## config.mk

```make
export PLATFORM = sky130hd
export DESIGN_NAME = alu_op_sequencer
export DESIGN_NICKNAME = d
export VERILOG_FILES = /design/src/rtl/alu_pkg.sv /design/src/rtl/alu_op_sequencer.sv
export SDC_FILE = /design/constraint.sdc
export NUM_CORES = 1
export LEC_CHECK = 0
export BUFFER_PORTS_ARGS = -buffer_cell sky130_fd_sc_hd__buf_2
export CAP_MARGIN = 20
export CORE_MARGIN = 2
export CORE_UTILIZATION = 51
export DETAILED_ROUTE_END_ITERATION = 10
export GPL_TIMING_DRIVEN = 0
export PLACE_DENSITY = 0.85
export SYNTH_ARGS = -nofsm -noshare
export SYNTH_HDL_FRONTEND = slang
export SYNTH_SLANG_ARGS = --single-unit
```

## constraint.sdc

```tcl
create_clock -name clk -period 2.41 [get_ports clk]
set_input_delay 0.482 -clock clk [delete_from_list [all_inputs] [get_ports clk]]
set_output_delay 0.482 -clock clk [all_outputs]
set_load 0.03 [all_outputs]
```

## src/rtl/alu_pkg.sv

```systemverilog
// Shared ALU definitions: opcode values, flag bit positions and the sequencer FSM encoding.
package alu_pkg;

  localparam logic [3:0] OP_ADD  = 4'd1;
  localparam logic [3:0] OP_ADDC = 4'd2;
  localparam logic [3:0] OP_SUB  = 4'd3;
  localparam logic [3:0] OP_INC  = 4'd4;
  localparam logic [3:0] OP_DEC  = 4'd5;
  localparam logic [3:0] OP_AND  = 4'd6;
  localparam logic [3:0] OP_NOT  = 4'd7;
  localparam logic [3:0] OP_ROR  = 4'd8;
  localparam logic [3:0] OP_ROL  = 4'd9;

  localparam int unsigned FLG_C   = 0;
  localparam int unsigned FLG_BRW = 1;
  localparam int unsigned FLG_Z   = 2;
  localparam int unsigned FLG_P   = 3;
  localparam int unsigned FLG_INV = 4;

  typedef enum logic [1:0] {
    StIdle  = 2'd0,
    StDrive = 2'd1,
    StResp  = 2'd2
  } seq_state_e;

endpackage

```

## src/rtl/alu_op_sequencer.sv

```systemverilog
// Command-side initiator for a combinational ALU: registers operands, waits a settle time,
// captures Y/flags into a response, and keeps an accumulator/carry for chained arithmetic.
module alu_op_sequencer
  import alu_pkg::*;
#(
  parameter int unsigned BUS_WIDTH     = 8,
  parameter int unsigned SETTLE_CYCLES = 1,
  parameter int unsigned ERR_CNT_W     = 8
) (
  input  logic                 clk,
  input  logic                 rst_n,
  input  logic                 cmd_valid,
  output logic                 cmd_ready,
  input  logic [3:0]           cmd_opcode,
  input  logic [BUS_WIDTH-1:0] cmd_a,
  input  logic [BUS_WIDTH-1:0] cmd_b,
  input  logic                 cmd_carry_in,
  input  logic                 cmd_use_acc,
  input  logic                 cmd_chain_c,
  output logic [3:0]           alu_opcode,
  output logic [BUS_WIDTH-1:0] alu_a,
  output logic [BUS_WIDTH-1:0] alu_b,
  output logic                 alu_carry_in,
  input  logic [BUS_WIDTH-1:0] alu_y,
  input  logic [4:0]           alu_flags,
  output logic                 rsp_valid,
  input  logic                 rsp_ready,
  output logic [BUS_WIDTH-1:0] rsp_y,
  output logic [4:0]           rsp_flags,
  output logic [BUS_WIDTH-1:0] acc,
  output logic [ERR_CNT_W-1:0] err_count
);

  localparam int unsigned CntW = (SETTLE_CYCLES > 1) ? $clog2(SETTLE_CYCLES) : 1;
  localparam logic [CntW-1:0] CntLoad = CntW'(SETTLE_CYCLES - 1);

  seq_state_e           state_q, state_d;
  logic [CntW-1:0]      cnt_q, cnt_d;
  logic [3:0]           alu_opcode_q, alu_opcode_d;
  logic [BUS_WIDTH-1:0] alu_a_q, alu_a_d;
  logic [BUS_WIDTH-1:0] alu_b_q, alu_b_d;
  logic                 alu_carry_in_q, alu_carry_in_d;
  logic                 rsp_valid_q, rsp_valid_d;
  logic [BUS_WIDTH-1:0] rsp_y_q, rsp_y_d;
  logic [4:0]           rsp_flags_q, rsp_flags_d;
  logic [BUS_WIDTH-1:0] acc_q, acc_d;
  logic                 carry_q, carry_d;
  logic [ERR_CNT_W-1:0] err_count_q, err_count_d;

  always_comb begin
    state_d        = state_q;
    cnt_d          = cnt_q;
    alu_opcode_d   = alu_opcode_q;
    alu_a_d        = alu_a_q;
    alu_b_d        = alu_b_q;
    alu_carry_in_d = alu_carry_in_q;
    rsp_valid_d    = rsp_valid_q;
    rsp_y_d        = rsp_y_q;
    rsp_flags_d    = rsp_flags_q;
    acc_d          = acc_q;
    carry_d        = carry_q;
    err_count_d    = err_count_q;

    unique case (state_q)
      StIdle: begin
        if (cmd_valid) begin
          alu_opcode_d   = cmd_opcode;
          alu_a_d        = cmd_use_acc ? acc_q : cmd_a;
          alu_b_d        = cmd_b;
          alu_carry_in_d = cmd_chain_c ? carry_q : cmd_carry_in;
          cnt_d          = CntLoad;
          state_d        = StDrive;
        end
      end
      StDrive: begin
        if (cnt_q == '0) begin
          rsp_y_d     = alu_y;
          rsp_flags_d = alu_flags;
          rsp_valid_d = 1'b1;
          state_d     = StResp;
          // Invalid opcodes leave the chaining state untouched so a bad op can't corrupt a chain.
          if (!alu_flags[FLG_INV]) begin
            acc_d   = alu_y;
            carry_d = alu_flags[FLG_C];
          end else if (err_count_q != '1) begin
            err_count_d = err_count_q + ERR_CNT_W'(1);
          end
        end else begin
          cnt_d = cnt_q - CntW'(1);
        end
      end
      StResp: begin
        if (rsp_ready) begin
          rsp_valid_d = 1'b0;
          state_d     = StIdle;
        end
      end
      default: state_d = StIdle;
    endcase
  end

  always_ff @(posedge clk or negedge rst_n) begin
    if (!rst_n) begin
      state_q        <= StIdle;
      cnt_q          <= '0;
      alu_opcode_q   <= '0;
      alu_a_q        <= '0;
      alu_b_q        <= '0;
      alu_carry_in_q <= 1'b0;
      rsp_valid_q    <= 1'b0;
      rsp_y_q        <= '0;
      rsp_flags_q    <= '0;
      acc_q          <= '0;
      carry_q        <= 1'b0;
      err_count_q    <= '0;
    end else begin
      state_q        <= state_d;
      cnt_q          <= cnt_d;
      alu_opcode_q   <= alu_opcode_d;
      alu_a_q        <= alu_a_d;
      alu_b_q        <= alu_b_d;
      alu_carry_in_q <= alu_carry_in_d;
      rsp_valid_q    <= rsp_valid_d;
      rsp_y_q        <= rsp_y_d;
      rsp_flags_q    <= rsp_flags_d;
      acc_q          <= acc_d;
      carry_q        <= carry_d;
      err_count_q    <= err_count_d;
    end
  end

  assign cmd_ready    = (state_q == StIdle);
  assign alu_opcode   = alu_opcode_q;
  assign alu_a        = alu_a_q;
  assign alu_b        = alu_b_q;
  assign alu_carry_in = alu_carry_in_q;
  assign rsp_valid    = rsp_valid_q;
  assign rsp_y        = rsp_y_q;
  assign rsp_flags    = rsp_flags_q;
  assign acc          = acc_q;
  assign err_count    = err_count_q;

endmodule

```

## Word-level counts from Yosys, hierarchy flattened

Index checks and enable logic that the tools add are counted.

| cells by class | value |
|---|---|
| mux-type cells | 12 |
| bitwise operators | 2 |
| eq/ne operators | 6 |
| reductions and logical operators | 10 |
| add/subtract/negate cells | 2 |

Operators with widths:

| operator | count |
|---|---|
| $reduce_and 3->1 | 3 |
| $add 8x1->8 const B | 1 |
| $mux 8 | 1 |
| $ne 8x8->1 const B | 1 |
| $mux 2 | 3 |
| $ne 2x2->1 const B | 3 |
| $pmux 2 s3 | 1 |
| $reduce_and 2->1 | 3 |
| $mux 1 | 5 |
| $pmux 1 s2 | 2 |
| $reduce_and 4->1 | 1 |
| $reduce_bool 2->1 | 2 |
| $eq 2x1->1 const B | 1 |
| $eq 2x2->1 const B | 1 |
| $logic_not 2->1 | 1 |
| $not 1->1 | 2 |
| $sub 1x1->1 const B | 1 |

| storage, ports and cells | value |
|---|---|
| output and inout port bits | 52 |
| bits in registers | 55 |
| logic and storage cells | 44 |

## Longest topological paths before layout

Gate-level depths: netlist (run 1).

| logic depth | value |
|---|---|
| word-level depth | 3 |
| mapped depth | 5 |
| gate-level depth less buffers | 4 |

## Worst setup path before layout (run 1)

Ideal clock, no wire load.

| timing path | value |
|---|---|
| path kind | flip-flop to flip-flop |
| start point | register err_count_q[0] (netlist: err_count[0]) |
| end point | register err_count_q[1] (netlist: err_count[1]) |
| setup slack | 0.795 ns |
| required time | 2.285 ns |
| library setup time | 0.125 ns |
| arrival | 1.490 ns |
| cell stages (with the launch flop) | 5 |
| cells stage by stage | dfrtp_1 -> ha_1 -> and3_1 -> a21o_1 -> mux2_4 |

| between the ends | value |
|---|---|
| cells in the longest elaborated chain, start to end | 2 |
| elaborated cells on any way between the ends | 3 |
| those cells by class | add/sub (1); eq/ne (1); reduce/logical (1) |

Ends and longest elaborated chain:

| element | RTL line | RTL |
|---|---|---|
| from (decl) | alu_op_sequencer.sv:48 | `logic [ERR_CNT_W-1:0] err_count_q, err_count_d;` |
| from (signal assigned) | alu_op_sequencer.sv:128 | `err_count_q <= err_count_d;` |
| parallel branches: the longest is 2 deep, another holds $add 8x1->8 | - |  |

Several ways; the timed one is not identified.
A chain may end at the register's enable or synchronous reset.

## Worst setup path after layout (run 1)

| timing path | value |
|---|---|
| start point | register state_q[1] |
| end point | output cmd_ready |

| between the ends | value |
|---|---|
| cells in the longest elaborated chain, start to end | 1 |

Ends and longest elaborated chain:

| element | RTL line | RTL |
|---|---|---|
| from (decl) | alu_op_sequencer.sv:37 | `seq_state_e state_q, state_d;` |
| from (signal assigned) | alu_op_sequencer.sv:104 | `state_q <= StIdle;` |
| from (signal assigned) | alu_op_sequencer.sv:117 | `state_q <= state_d;` |
| $logic_not 2->1 | alu_op_sequencer.sv:132 | `assign cmd_ready = (state_q == StIdle);` |
| to (decl) | alu_op_sequencer.sv:13 | `output logic cmd_ready,` |

Every way passes these cells.

==> results.md, run 1 <==
- R2r worst-path depth: 4
- Worst EP arrival: 1.09 ns
- Synth area leaders: dfrtp_1 61%, mux2_2 11%, nand2_1 6.6%, mux2i_1 4.5%, a21oi_1 2.7%
- Die area: 4920 um^2
- Post-route setup TNS: 0 ns
- CP Capture Type: primary output
- Worst EP required: 1.93 ns
- Max cap viols: 0
- Post-Syn Area: 2231 um^2
- Worst path max stage delay: 0.47 ns
- Initial Utilization: 51.95%
- Met2 GRT Util: 36.40%
- Worst path slowest cell: dfrtp_1
- Fin. max-slew vios: 0
- Clock-pin slew on the worst setup and hold paths: 0.09 ns
- Vias in the first global route: between 1,500 and 2,000
- Area leader, netlist: dfrtp_1
- Via Count: 1,719
- Fill cell count: 359
- CP Cell Sequence: nor2_1 -> buf_2
- Die W: 70.14 um
- Final cell count without fillers: 337
- Nets: 325
- Worst Setup Start Kind: flip-flop
- CP bufs+invs: 1
- Initial antenna violation count: 0
- Final GP Congestion: 0.7531
- Worst relative slew slack: 59.25%
- Post-DR wirelength/cell: 14.22 um
- Bufs on Longest Clock Path: 2
- RSZ-0062 raised after global routing: false
- Post-route minimum period: between 1.5 and 2 ns
- Global route overflow: 0
- Detailed Routing Iterations Pass 1: 4
- R2r setup slk: approximately 0.86 ns
- Antenna-violating nets left: 0
- Met3 Use GR: about 4.8%
- Syn Nets: 227
- EDFF count, synth: 0
- Num CTS Buffers: 5
- Leakage: roughly 1.5 nW
- CTS sink cnt: 54
- FP Rows: 24
- Critical path type: flip-flop to primary output
- Largest net degree at the start of global routing: 42
- # diodes: 0
- Primary FF master, synth: dfrtp_1
- Tot Pwr: 4.180 mW
- Layout Skew: 0.007841 ns
- Top Usage Layer GRT: met2
- First-iteration detailed-routing DRC count: 86
- FF+latch count, synth: 54
- Crit-path leading delay family: flip-flops
- Share of cells above drive strength 1: 45.61%
- Status: finished clean
- Fin crit share: approximately 65%
- Synth warn: 0
- Power per cell area: between 1000 and 1500 nW/um^2
- Post-CTS Setup Bufs: 0
- Post-CTS sizing: 0
- Maximum VDD drop: a little under 0.8 mV
- First-pass GRT wire length: 8.100 mm
- Root buffer cell: clkbuf_8
- Die height: 70.14 um
- Total wire length: 4.791 mm
- Hold_buf cts: 0
- DR DRC count: 0
- Top-area cell type share of the netlist area: 60.57%
- Synth cell types: 32
- Htree depth: 2
- Core Area: 4294 um^2
- DP HPWL: 3.616 mm
- Achievable Freq: 636.2 MHz
- Final hold vios: 0
- Beginning of the worst register-to-register path: err_count[0]$_DFFE_PN0P_
- Met1 Resource Use GR: 26.31%
- Placed insts: between 300 and 400
- Num ports: 92
- R2R Path End: err_count[1]$_DFFE_PN0P_
- Clk Latency, worst-skew pair: 0.31 ns
- Input/output buffers: 90
- Final setup violation count: 0
- Mean Syn Cell Area: ~12 um^2
- Async set-reset flop share out of synthesis: 100.0%
- Worst-Margin Slew: 0.6112 ns
- HP Class: input port to async pin
- Gate Count Post-Synth: roughly 190
- All-Layer GR Usage: 20.99%
- Post-synthesis sequential area ratio: 60.57%
- Vias/cell: 5.101
- TritonCTS clock tree: built
- CP max FO: 8
- Synthesis-to-layout area growth: 28.10%
[synthesized netlist by cell type (2+ instances only)]
master / number
dfrtp_1: 54
buf_4: 3
nand2b_1: 3
inv_1: 2
xor2_1: 2
a211oi_1: 3
buf_2: 3
nand2_1: 39
mux2i_1: 10
a21oi_1: 12
mux2_2: 22
nor2_1: 13
[cell type report]
cell class                 instances  area, um^2  share of cell area (%)
clock buffer                       7       86.33                   3.021
inverter                           2       7.507                  0.2627
timing repair buffer              91       470.5                   16.46
sequential                        54        1351                   47.29
multi-input combinational        123       830.8                   29.07
buffer                             7       41.29                   1.445
clock inverter                     1       5.005                  0.1751
tap                               52       65.06                   2.277
[where the power goes]
group / switching (mW) / internal, mW
clock: 0.287 / 0.233
combinational: 1.37 / 0.692
sequential: 0.272 / 1.32
total: 1.93 / 2.25
[per-stage QoR]
step	worst slack (ns)	cell area, um^2	hold WS [ns]	util, %
final	0.8381	2858	0.05800	66.55
after global routing	0.7439	2858	0.07170	66.55
after CTS	0.8224	2858	0.05677	66.55
after detailed placement	0.7775	2766	0.3978	64.42
after global placement	0.8101	2746	0.4531	63.96
after floorplan	0.7953	2231	0.1864	-
[per-layer routing]
layer  wire length, um  up-vias
met5                 0        -
met4                70        0
met3               229        8
met2              2481       53
met1              2010      834
li1                  -      824
[flip-flops by register name (all words and copies together), names as in the netlist]
signal	count
rsp_valid	1
alu_b	8
carry_q	1
state_q	2
alu_opcode	4
acc	8
rsp_flags	5
alu_carry_in	1
alu_a	8
err_count	8
rsp_y	8
[kinds of logic after synthesis]
kind of cell             after synthesis  synth area share [%]
AND/OR/NAND/NOR                       66                 14.02
XOR/XNOR                               3                 1.178
flip-flops                            54                 60.57
adder cells (fa/ha/maj)                1                0.5608
AO/OA/AOI/OAI                         20                 5.216
buffers and inverters                  9                 2.187
multiplexers                          33                 16.26
[cell usage in the layout, fill, tap and decap left out, types with 2 or more instances in the layout]
cell / n
buf_4: 3
nor2_1: 13
clkbuf_8: 6
buf_2: 93
mux2i_1: 10
nand2b_1: 3
clkbuf_1: 2
inv_1: 2
a21oi_1: 12
nand2_1: 39
xor2_1: 2
dfrtp_1: 54
mux2_2: 22
a211oi_1: 3
[how the worst max path moves through the flow]
stage,cells past startpoint,slack [ns],to,from
after floorplan,4,0.80,err_count[1]$_DFFE_PN0P_,err_count[0]$_DFFE_PN0P_
after global placement,4,0.81,alu_opcode[1]$_DFFE_PN0P_,cmd_valid
after detailed placement,4,0.78,alu_b[1]$_DFFE_PN0P_,cmd_valid
after CTS,2,0.82,cmd_ready,state_q[1]$_DFFE_PN0P_
after global routing,4,0.74,alu_a[7]$_DFFE_PN0P_,state_q[0]$_DFFE_PN0P_
final,2,0.84,cmd_ready,state_q[1]$_DFFE_PN0P_
Note: power is estimated with default switching activity, not from simulation.
==> run 2, diff against run 1 <==
--- a/config.mk
+++ b/config.mk
@@ -8,10 +8,10 @@
 export BUFFER_PORTS_ARGS = -buffer_cell sky130_fd_sc_hd__buf_2
 export CAP_MARGIN = 20
 export CORE_MARGIN = 2
-export CORE_UTILIZATION = 51
+export CORE_UTILIZATION = 43
 export DETAILED_ROUTE_END_ITERATION = 10
 export GPL_TIMING_DRIVEN = 0
-export PLACE_DENSITY = 0.85
+export PLACE_DENSITY = 0.77
 export SYNTH_ARGS = -nofsm -noshare
 export SYNTH_HDL_FRONTEND = slang
 export SYNTH_SLANG_ARGS = --single-unit
==> constraint.sdc (replaced) <==
create_clock -name clk -period 1.4 [get_ports clk]
set_input_delay 0.28 -clock clk [delete_from_list [all_inputs] [get_ports clk]]
set_output_delay 0.28 -clock clk [all_outputs]
set_load 0.03 [all_outputs]
==> results.md, run 2 (same netlist as run 1, synthesis figures left out) <==
- Status: finished, violations left
- Failing checks: setup timing
- CTS sink cnt: 54
- # diodes: 0
- Beginning of the critical path: state_q[1]$_DFFE_PN0P_
- Detailed Routing Iterations Pass 1: 4
- Total wire length: between 5 and 6 mm
- Vias/cell: 4.847
- Synthesis-to-layout area growth: 37.58%
- Achievable Freq: 713.3 MHz
- Largest net degree at the start of global routing: 33
- Post-DR wirelength/cell: 13.75 um
- Worst Setup Start Kind: flip-flop
- Global route overflow: 0
- Layout Skew: between 0.01 and 0.015 ns
- Maximum VDD drop: 1.299 mV
- Bufs on Longest Clock Path: 2
- Beginning of the worst register-to-register path: state_q[1]$_DFFE_PN0P_
- Fin crit share: 100.1%
- RSZ-0062 raised after global routing: true
- All-Layer GR Usage: 18.55%
- Clk Latency, worst-skew pair: a little over 0.3 ns
- TritonCTS clock tree: built
- Final GP Congestion: 0.8264
- Die W: 76.03 um
- HP Class: input port to flip-flop
- Initial antenna violation count: 0
- Share of cells above drive strength 1: 51.35%
- Clock-pin slew on the worst setup and hold paths: 0.10 ns
- Root buffer cell: clkbuf_8
- First-pass GRT wire length: 8.618 mm
- Final hold vios: 0
- Antenna-violating nets left: 0
- Tot Pwr: between 7 and 8 mW
- Leakage: 1.560 nW
- First-iteration detailed-routing DRC count: 48
- DP Worst Slack: -0.1298 ns
- Vias in the first global route: 1,863
- CP Capture Type: flip-flop
- Num ports: 92
- Worst EP required: 1.61 ns
- CP max FO: 8
- Die area: 5781 um^2
- Post-route setup TNS: -0.001869 ns
- Net Switching: 3.456 mW
- Num CTS Buffers: 5
- FP Rows: 26
- Post-route minimum period: 1.402 ns
- DP HPWL: 3.425 mm
- Critical path type: flip-flop to flip-flop
- Worst relative slew slack: 58.97%
- Input/output buffers: 90
- Worst EP arrival: between 1.5 and 2 ns
- Switching share of power: 45.61%
- P_int: 4.123 mW
- Clock Power Share: 11.4%
- Commonest non-fill, non-tap cell in the layout: buf_2
- Final setup violation count: 1
- Fin. max-slew vios: 0
- Initial Utilization: 44.24%
- Via Count: around 1,800
- Nets: 336
- Final WS setup: -0.001869 ns
- Max cap viols: 0
- Power per cell area: 2469 nW/um^2
- Sequential share of power: ~37%
- Worst-Margin Slew: 0.6155 ns
- Hold Crit Start: alu_flags[3]
- Most frequent cells in the layout: 91 x buf_2, 50 x dfrtp_1, 39 x nand2_1
- Combinational group share of total power: between 50% and 60%
- Htree depth: 2
- Core Area: 5042 um^2
- Die height: 76.03 um
- DR DRC count: 0
run 2: cell count changes in the layout (fill, tap and decap cells not counted), sizes merged:
cell,change
nor2,+1
buf,+9
clkinvlp,+1
dlygate4sd3,+1
clkbuf,-2
clkinv,+1
run 2: worst paths after layout:
check                      cells past startpoint  slack [ns]                       end
hold / removal                                 3        0.15  rsp_flags[3]$_DFFE_PN0P_
max in group asynchronous                      3        0.34    state_q[1]$_DFFE_PN0P_
setup / recovery                               3      -0.002        acc[6]$_DFFE_PN0P_
setup reg to reg                               3      -0.002        acc[6]$_DFFE_PN0P_
min in group asynchronous                      2        0.49      alu_a[4]$_DFFE_PN0P_
hold reg to reg                                2        0.48  rsp_flags[1]$_DFFE_PN0P_
run 2: metrics by stage:
stage | hold slack [ns] | cell area [um^2] | std cells | utilization, %
after global routing | 0.1673 | 3069 | 366 | 60.87
after global placement | 0.4547 | 2789 | 346 | 55.31
after floorplan | -0.01559 | 2251 | 186 | -
after detailed placement | 0.2885 | 2809 | 347 | 55.71
final | 0.1513 | 3069 | 366 | 60.87
after CTS | 0.1465 | 3005 | 365 | 59.60
run 2: what timing repair did:
item / in CTS / in global routing
buffers inserted: 8 / 2
hold buffers: 1 / 0
hold endpoints to repair: 22 / 0
gates cloned: 1 / 0
setup endpoints to repair: 31 / 47
pin swaps: 3 / 1
gates resized for setup: 7 / 17
run 2: routing by layer:
metal / global-route usage [%] / vias to the layer above / share of wire [%] / routed length, um
met5: 0 / - / 0 / 0
met2: 32.23 / 78 / 48 / 2418
met1: 23.20 / 842 / 43 / 2188
met3: 4.858 / 8 / 7.1 / 357
li1: - / 846 / - / -
met4: 4.727 / 0 / 1.3 / 67
run 2: critical path, stage by stage, from the launching register on:
cell      delay [ns]
dfrtp_2         0.48
nand2b_4        0.24
nor2_4          0.26
mux2_4          0.32
run 2: final cells by class:
class | count | area, um^2
Buffer | 6 | 40.04
Fill cell | 414 | 1973
Sequential cell | 54 | 1356
Timing Repair Buffer | 102 | 558.0
Clock inverter | 3 | 21.27
Multi-Input combinational cell | 124 | 929.6
Clock buffer | 5 | 68.82
Tap cell | 70 | 87.58
Inverter | 2 | 7.507
run 2: power by group through the flow:
stage,clock (mW),sequential (mW),combinational (mW)
floorplan,0,4.11,1.17
global placement,0,2.75,3.56
detailed placement,0,2.78,3.63
CTS,0.894,2.76,3.83
global route,0.958,2.89,4.23
finish,0.864,2.77,3.94
==> run 3, diff against run 2 <==
--- a/config.mk
+++ b/config.mk
@@ -8,10 +8,10 @@
 export BUFFER_PORTS_ARGS = -buffer_cell sky130_fd_sc_hd__buf_2
 export CAP_MARGIN = 20
 export CORE_MARGIN = 2
-export CORE_UTILIZATION = 43
+export CORE_UTILIZATION = 51
 export DETAILED_ROUTE_END_ITERATION = 10
 export GPL_TIMING_DRIVEN = 0
-export PLACE_DENSITY = 0.77
+export PLACE_DENSITY = 0.85
 export SYNTH_ARGS = -nofsm -noshare
 export SYNTH_HDL_FRONTEND = slang
 export SYNTH_SLANG_ARGS = --single-unit
==> constraint.sdc (replaced) <==
create_clock -name clk -period 1.7 [get_ports clk]
set_input_delay 0.34 -clock clk [delete_from_list [all_inputs] [get_ports clk]]
set_output_delay 0.34 -clock clk [all_outputs]
set_load 0.03 [all_outputs]
==> results.md, run 3 (same netlist as run 1, synthesis figures left out) <==
- Post-CTS Setup Bufs: 0
- Htree depth: 2
- Critical path type: flip-flop to flip-flop
- Num CTS Buffers: 5
- DR DRC count: 0
- Worst EP required: 1.90 ns
- Die area: between 4000 and 5000 um^2
- Commonest non-fill, non-tap cell in the layout: buf_2
- Hold_buf cts: 1
- CP Capture Type: flip-flop
- CTS sink cnt: between 50 and 60
- HP Class: input port to flip-flop
- Initial Utilization: 51.95%
- Vias in the first global route: 1,741
- Register area: around 1400 um^2
- All-Layer GR Usage: 21.05%
- Post-route setup TNS: 0 ns
- Nets: 326
- Detailed Routing Iterations Pass 1: 4
- # diodes: 0
- Global route overflow: 0
- Synthesis-to-layout area growth: 28.55%
- Power per cell area: 2068 nW/um^2
- Final GP Congestion: 0.7531
- DP HPWL: approximately 3.6 mm
- Initial antenna violation count: 0
- Max cap viols: 0
- Die W: 70.14 um
- Hold Crit Start: alu_flags[1]
- Worst EP arrival: 1.75 ns
- DP Worst Slack: roughly 0.14 ns
- R2r worst-path depth: 4
- Antenna-violating nets left: 0
- First-pass GRT wire length: 8.128 mm
- Clock-pin slew on the worst setup and hold paths: 0.09 ns
- Largest net degree at the start of global routing: 42
- Vias/cell: 5.124
- Bufs on Longest Clock Path: 2
- Beginning of the worst register-to-register path: err_count[0]$_DFFE_PN0P_
- Most frequent cells in the layout: 93 x buf_2, 54 x dfrtp_1, 39 x nand2_1
- WHS Endpoint: rsp_flags[1]$_DFFE_PN0P_
- Share of cells above drive strength 1: 45.45%
- Fin. max-slew vios: 0
- R2R Path End: err_count[1]$_DFFE_PN0P_
- Post-route design area: 2868 um^2
- Final cell count without fillers: 338
- Die height: 70.14 um
- Worst path max stage delay: around 0.44 ns
- Hold Crit Depth: 3
- Placed insts: 329
- FP Rows: 24
- Total wire length: 4.811 mm
- CP max FO: 4
- Final setup violation count: 0
- Status: finished clean
- Input/output buffers: 90
- Core Area: 4294 um^2
- Fin crit share: between 90% and 100%
- Post-route minimum period: approximately 1.5 ns
- Maximum VDD drop: around 1.1 mV
- Worst relative slew slack: 59.27%
- Layout Skew: 0.007764 ns
- Worst path slowest cell: dfrtp_1
- Clk Latency, worst-skew pair: just over 0.3 ns
- RSZ-0062 raised after global routing: false
- Area after DPL: 2766 um^2
- First-iteration detailed-routing DRC count: 75
- Final WS setup: 0.1532 ns
- Leakage: 1.481 nW
- Root buffer cell: clkbuf_8
- Multi-input gate area: 830.8 um^2
- Worst-Margin Slew: 0.6110 ns
- Via Count: 1,732
- Num ports: 92
- CP Cell Sequence: ha_1 -> and3_1 -> a21o_1 -> mux2_4
- Beginning of the critical path: err_count[0]$_DFFE_PN0P_
- Achievable Freq: ~650 MHz
- Final hold vios: 0
- Fill cell count: 358
- R2r setup slk: 0.15 ns
- Post-DR wirelength/cell: 14.23 um
- Post-CTS sizing: 0
- TritonCTS clock tree: built
- Worst Setup Start Kind: flip-flop
## run 3: metal layers
layer  vias to the layer above  part of all wire [%]  global-route usage [%]  routed length, um
li1                        826                     -                       -                  -
met1                       845                    42                   26.50               2035
met2                        53                    52                   36.51               2483
met3                         8                   4.6                   4.762                221
met4                         0                   1.5                   5.983                 70
met5                         -                     0                       0                  0
## run 3: how the worst max path moves through the flow
stage,to,slack [ns],cells after the start
3_3_place_gp,alu_opcode[1]$_DFFE_PN0P_,0.18,3
6_report,err_count[1]$_DFFE_PN0P_,0.15,4
4_1_cts,alu_b[5]$_DFFE_PN0P_,0.12,3
3_5_place_dp,alu_b[1]$_DFFE_PN0P_,0.14,3
2_1_floorplan,err_count[1]$_DFFE_PN0P_,0.09,4
5_1_grt,alu_b[3]$_DFFE_PN0P_,0.03,3
## run 3: through the flow
step	util [%]	hold WS, ns	total power, mW
6_report	66.78	0.2191	5.929
3_3_place_gp	63.96	0.4531	5.141
2_1_floorplan	-	0.04441	4.320
4_1_cts	66.78	0.2129	5.996
5_1_grt	66.78	0.2143	6.287
3_5_place_dp	64.42	0.2558	5.246
## run 3: layout make-up
| type | count | share of cell area (%) |
|---|---|---|
| tap | 52 | 2.269 |
| clock buffer | 7 | 3.010 |
| timing repair buffer | 92 | 16.75 |
| buffer | 7 | 1.440 |
| inverter | 2 | 0.2618 |
| sequential | 54 | 47.12 |
| clock inverter | 1 | 0.1745 |
| multi-input combinational | 123 | 28.97 |
## run 3: where the power goes
part	total [mW]	switching, mW	internal [mW]
Combinational	2.93	1.95	0.982
Clock	0.736	0.407	0.330
Sequential	2.26	0.385	1.88
## run 3: critical path: cells and delay by family (launching register included)
kind | cells | cell delay [ns]
multiplexers | 1 | 0.30
flip-flops | 1 | 0.44
AND/OR/NAND/NOR | 1 | 0.22
adder cells (fa/ha/maj) | 1 | 0.26
AO/OA/AOI/OAI | 1 | 0.23
